--- src/rtl/imm_extract_pkg.sv ---
// Shared types and immediate expansion for the immediate-insertion issue stage.
package imm_extract_pkg;

    localparam int IMM_LEN = 20;

    typedef enum logic [2:0] {
        NONE = 3'd0,
        I    = 3'd1,
        S    = 3'd2,
        B    = 3'd3,
        U    = 3'd4,
        J    = 3'd5,
        Z    = 3'd6
    } imm_type_e;

    // Every expansion fits in 32 bits with correct sign, so callers sign-extend this to XLEN.
    function automatic logic signed [31:0] imm_expand(input logic [IMM_LEN-1:0] imm,
                                                      input imm_type_e     t);
        logic signed [31:0] r;
        case (t)
            I, S:    r = {{20{imm[11]}}, imm[11:0]};
            B:       r = {{19{imm[11]}}, imm[11:0], 1'b0};
            U:       r = {imm, 12'b0};
            J:       r = {{11{imm[19]}}, imm, 1'b0};
            Z:       r = {27'b0, imm[4:0]};
            default: r = '0;
        endcase
        return r;
    endfunction

    function automatic logic imm_replaces(input imm_type_e t);
        return t inside {I, S, B, U, J, Z};
    endfunction

endpackage

--- src/rtl/imm_skid_buf2.sv ---
// Two-entry skid buffer; in_ready comes only from the registered entry count.
module imm_skid_buf2 #(
    parameter int WIDTH = 192
) (
    input  logic             clock,
    input  logic             reset,
    input  logic             flush,
    input  logic             in_valid,
    output logic             in_ready,
    input  logic [WIDTH-1:0] in_data,
    output logic             out_valid,
    input  logic             out_ready,
    output logic [WIDTH-1:0] out_data
);

    logic [1:0]       cnt_p1;
    logic [WIDTH-1:0] head_p1;
    logic [WIDTH-1:0] tail_p1;
    logic             push;
    logic             pop;

    assign in_ready  = (cnt_p1 < 2'd2);
    assign out_valid = (cnt_p1 != 2'd0);
    assign push      = in_valid & in_ready & ~flush;
    assign pop       = out_valid & out_ready & ~flush;

    // Stage p1: entry count is the only reset state
    always_ff @(posedge clock) begin
        if (reset || flush) begin
            cnt_p1 <= 2'd0;
        end else begin
            case ({push, pop})
                2'b10:   cnt_p1 <= cnt_p1 + 2'd1;
                2'b01:   cnt_p1 <= cnt_p1 - 2'd1;
                default: cnt_p1 <= cnt_p1;
            endcase
        end
    end

    always_ff @(posedge clock) begin
        if (push && (cnt_p1 == 2'd0 || pop)) begin
            head_p1 <= in_data;
        end else if (pop && cnt_p1 == 2'd2) begin
            head_p1 <= tail_p1;
        end
        if (push && !pop && cnt_p1 == 2'd1) begin
            tail_p1 <= in_data;
        end
    end

    // Data registers are not reset, so the output is gated to zero while empty.
    assign out_data = out_valid ? head_p1 : '0;

endmodule

--- src/rtl/imm_extract_stage.sv ---
// Immediate-insertion stage: expand the compacted immediate, replace one source, buffer in a skid buffer.
// Optional flush port enabled by defining IMM_FLUSH_EN.
module imm_extract_stage
    import imm_extract_pkg::*;
#(
    parameter int NUM_SRC = 3,
    parameter int XLEN    = 64,
    parameter int IMM_W   = 20,
    localparam int SRC_IW = (NUM_SRC > 1) ? $clog2(NUM_SRC) : 1
) (
    input  logic                    clock,
    input  logic                    reset,
`ifdef IMM_FLUSH_EN
    input  logic                    flush,
`endif
    input  logic                    in_valid,
    output logic                    in_ready,
    input  logic [NUM_SRC*XLEN-1:0] in_src_data,
    input  logic [IMM_W-1:0]        in_imm,
    input  logic [2:0]              in_imm_type,
    input  logic [SRC_IW-1:0]       in_imm_src,
    output logic                    out_valid,
    input  logic                    out_ready,
    output logic [NUM_SRC*XLEN-1:0] out_src_data
);

    logic signed [31:0]       imm_p0;
    logic signed [XLEN-1:0]   imm_x_p0;
    logic                     rep_p0;
    logic [NUM_SRC*XLEN-1:0]  src_p0;
    logic                     flush_c;

`ifdef IMM_FLUSH_EN
    assign flush_c = flush;
`else
    assign flush_c = 1'b0;
`endif

    // Stage p0: combinational expansion and source replacement
    assign imm_p0   = imm_expand(in_imm, imm_type_e'(in_imm_type));
    assign imm_x_p0 = XLEN'(imm_p0);
    assign rep_p0   = imm_replaces(imm_type_e'(in_imm_type));

    always_comb begin
        src_p0 = in_src_data;
        for (int i = 0; i < NUM_SRC; i++) begin
            if (rep_p0 && int'(in_imm_src) == i) begin
                src_p0[i*XLEN +: XLEN] = imm_x_p0;
            end
        end
    end

    always_ff @(posedge clock) begin
        if (!reset && in_valid && rep_p0) begin
            assert (int'(in_imm_src) < NUM_SRC);
        end
    end

    // Stage p1: registered skid buffer
    imm_skid_buf2 #(
        .WIDTH (NUM_SRC*XLEN)
    ) u_skid (
        .clock     (clock),
        .reset     (reset),
        .flush     (flush_c),
        .in_valid  (in_valid),
        .in_ready  (in_ready),
        .in_data   (src_p0),
        .out_valid (out_valid),
        .out_ready (out_ready),
        .out_data  (out_src_data)
    );

endmodule

--- config.mk ---
export PLATFORM = sky130hd
export DESIGN_NAME = imm_extract_stage
export DESIGN_NICKNAME = d
export VERILOG_FILES = /design/src/rtl/imm_extract_pkg.sv /design/src/rtl/imm_skid_buf2.sv /design/src/rtl/imm_extract_stage.sv
export SDC_FILE = /design/constraint.sdc
export NUM_CORES = 1
export LEC_CHECK = 0
export CAP_MARGIN = 20
export CORE_ASPECT_RATIO = 0.5
export CORE_UTILIZATION = 54
export DETAILED_ROUTE_END_ITERATION = 10
export DONT_BUFFER_PORTS = 1
export PLACE_DENSITY = 0.69
export SLEW_MARGIN = 20
export SYNTH_ARGS = -nofsm -noshare
export SYNTH_HDL_FRONTEND = slang
export SYNTH_HIERARCHICAL = 1
export SYNTH_SLANG_ARGS = --single-unit
export TNS_END_PERCENT = 30
--- constraint.sdc ---
create_clock -name clock -period 7.2 [get_ports clock]
set_clock_uncertainty 0.1 [all_clocks]
set_input_delay 0.36 -clock clock [delete_from_list [all_inputs] [get_ports clock]]
set_output_delay 0.36 -clock clock [all_outputs]
set_load 0.005 [all_outputs]
==> qor.yml <==
outcome: "finished clean"
ys.flop_type: "edfxtp_1"
final.period_utilization_pct: 53.7
ys_async_sr_fraction_pct: 0
port_buffers: 0
finalCriticalPeriod_ns: 3.87
route.vias.total: 10600
grt_overflow: 0
cpPeakStageDelay_ns: 0.87
path_max_fanout: 111
cp_slowest_cell: "a21o_4"
cts_tree: "yes"
grt_first_pass_wirelength_um: 64800
ys_types: 47
cts_sinks: 386
track_usage_pct: 22.9
setup_slack_ns: 3.33
worst_ep_arrival_time_ns: 3.93
dpl_worst_slack_ns: 2.84
hold_class: "in -> reg"
avgSynthCellArea_um2: 15.3
reg2reg_depth: 5
postCtsResizedCells: 0
critPathBufInv: 2
r2r-end: "u_skid/head_p1[161]"
rr_startpoint: "u_skid/cnt_p1[1]"
cp_cell_sequence: "inv_1 -> ha_4 -> o21a_4 -> a21o_4 -> buf_12"
p_per_area_mw_per_mm2: 230
wire_per_inst_um: 23.4
yosysWarningCount: 6
dpl.hpwl_um: 27900
gp_congestion: 0.787
nNetsFinal: 1609
path_clk_slew_ns: 0.07
synth_area_mm2: 0.0197
drt_iter0_drc: 608
firstDrtPassIters: 4
drc: 0
ys_seq_area_share_pct: 58.7
tns_ns: 0
cp.required_ns: 7.26
ios: 415
timing.slew.headroom_pct: 25.2
worstSetupEndpointType: "flip-flop"
drive_gt1_share_pct: 22.9
antenna_found_initial: 1
crit_path_start_kind: "flip-flop"
path_depth: 5
post-cts-setup-buffers: 0
avgViaCountPerCell: 5.58
postRouteAntennaNets: 0
finalSetupViolations: 0
synth.ff_latch_count: 386
hold_viol_final: 0
fill_cells: 2649
routed_wl_um: 44400
start_util_pct: 54.9
drv_cap: 0
rows: 49
grt_max_degree: 120
p_leak_uw: 0.00810
setup.worst_path.end: "u_skid/head_p1[161]"
die-height_um: 137
synth_edf_count: 384
slew_violations: 0
clockBufferDepth: 3
r2r_setup_slack_ns: 3.33
cpLargestDelayFamily: "compound AO/OA/AOI/OAI gates"
htreeDepth: 2
die_w_um: 272
die-area_mm2: 0.0373
max_clock_freq_mhz: 258
postSynthCellCount: 1288
cp-startpoint: "u_skid/cnt_p1[1]"
area_growth_pct: 13.4
worst_pin_slew_ns: 1.12
grt_setup_unrepaired: "no"
core_area_mm2: 0.0359
first_global_vias: 10900
vdd_drop_max_mv: 0.138
worstSkewPairLatency_ns: 0.54
cts_root_buf: "clkbuf_16"
path_class: "reg -> reg"
cts-buffers-inserted: 37
[state kept, by name (all words and copies together) (netlist names)]
register,count
u_skid/head_p1,192
u_skid/tail_p1,192
u_skid/cnt_p1,2
[Yosys cell counts (11+ instances only)]
cell type | instances | area [µm²]
mux2_4 | 169 | 2540
buf_2 | 25 | 125
mux2i_1 | 129 | 1290
o31ai_1 | 12 | 90.1
clkbuf_1 | 39 | 146
edfxtp_1 | 384 | 11500
mux2_2 | 82 | 923
o22ai_1 | 18 | 113
inv_1 | 105 | 394
mux2_1 | 25 | 282
nor2b_1 | 193 | 1210
buf_12 | 11 | 220
[power by group]
part	leakage, µW	internal [µW]	switching (µW)
clock network	0.000570	1090	836
logic	0.00398	291	324
registers	0.00355	2570	15.5
total	0.00810	3960	1170
[kinds of logic (layout without fill, tap and decap cells)]
group / Yosys count / in the layout / share of synthesized area, %
and+or+nand+nor: 236 / 236 / 7.89
DFF: 386 / 386 / 58.7
xor gates and xnor gates: 2 / 2 / 0.0889
buffers and inverters: 199 / 316 / 5.48
adders and majority gates: 5 / 5 / 0.317
other: 1 / 7 / 0.0190
muxes: 405 / 405 / 25.5
AOI/OAI and AO/OA: 54 / 54 / 1.96
[layout make-up]
class	count	area [µm²]	share of cell area, %
Clock inverter	18	161	0.722
Sequential cell	386	11600	51.8
Antenna cell	3	7.51	0.0336
Multi-Input combinational cell	706	7110	31.8
Tap cell	484	606	2.71
Timing Repair Buffer	146	1500	6.71
Inverter	106	398	1.78
Clock buffer	46	1000	4.48
[metrics by stage]
stage / util [%] / power (µW) / area (µm²) / instances / hold WS (ns)
after floorplan: - / 3100 / 19700 / 1291 / 0.337
after global placement: 55.1 / 3160 / 19800 / 1692 / 0.340
after detailed placement: 55.1 / 3180 / 19800 / 1692 / 0.345
after CTS: 62.0 / 5170 / 22300 / 1889 / 0.000576
after global routing: 62.2 / 5300 / 22300 / 1893 / 0.00769
final: 62.2 / 5130 / 22400 / 1895 / 0.0210
[layer usage]
layer / track usage, % / routed length, µm
met4: 9.93 / 1780
met3: 4.95 / 2100
met2: 39.0 / 22500
met1: 28.2 / 18000
met5: 0 / 0
[worst register-to-register path: stages, from the launching register on]
cell and delay, ns:
dfxtp_1 0.33, inv_1 0.17, ha_4 0.49, o21a_4 0.74
a21o_4 0.89, buf_12 0.58
[cells in the final DEF (no fill, tap or decap), drive strengths merged, types with 7 or more instances in the layout]
master       count
or4bb            7
clkinv          14
nor2b          193
o211ai           9
nand4b           9
buf             12
clkbuf          46
o22ai           18
dlygate4sd3    134
o31ai           12
edfxtp         384
mux2i          129
mux2           276
inv            107
[worst min-delay path by stage]
stage	depth (start not counted)	from	to	slack (ns)
after detailed placement	1	reset	u_skid/cnt_p1[0]	0.34
after global routing	2	in_src_data[177]	u_skid/tail_p1[177]	0.008
after CTS	2	in_src_data[113]	u_skid/tail_p1[113]	0.0006
final	2	in_src_data[113]	u_skid/tail_p1[113]	0.02
after global placement	1	reset	u_skid/cnt_p1[0]	0.34
after floorplan	1	reset	u_skid/cnt_p1[0]	0.34
[timing repair]
action | in CTS | in global routing
endpoints found under the hold margin | 132 | 1
setup endpoints to repair | 0 | 0
hold buffers | 133 | 1
No activity file was read; power rests on OpenSTA's default activity.
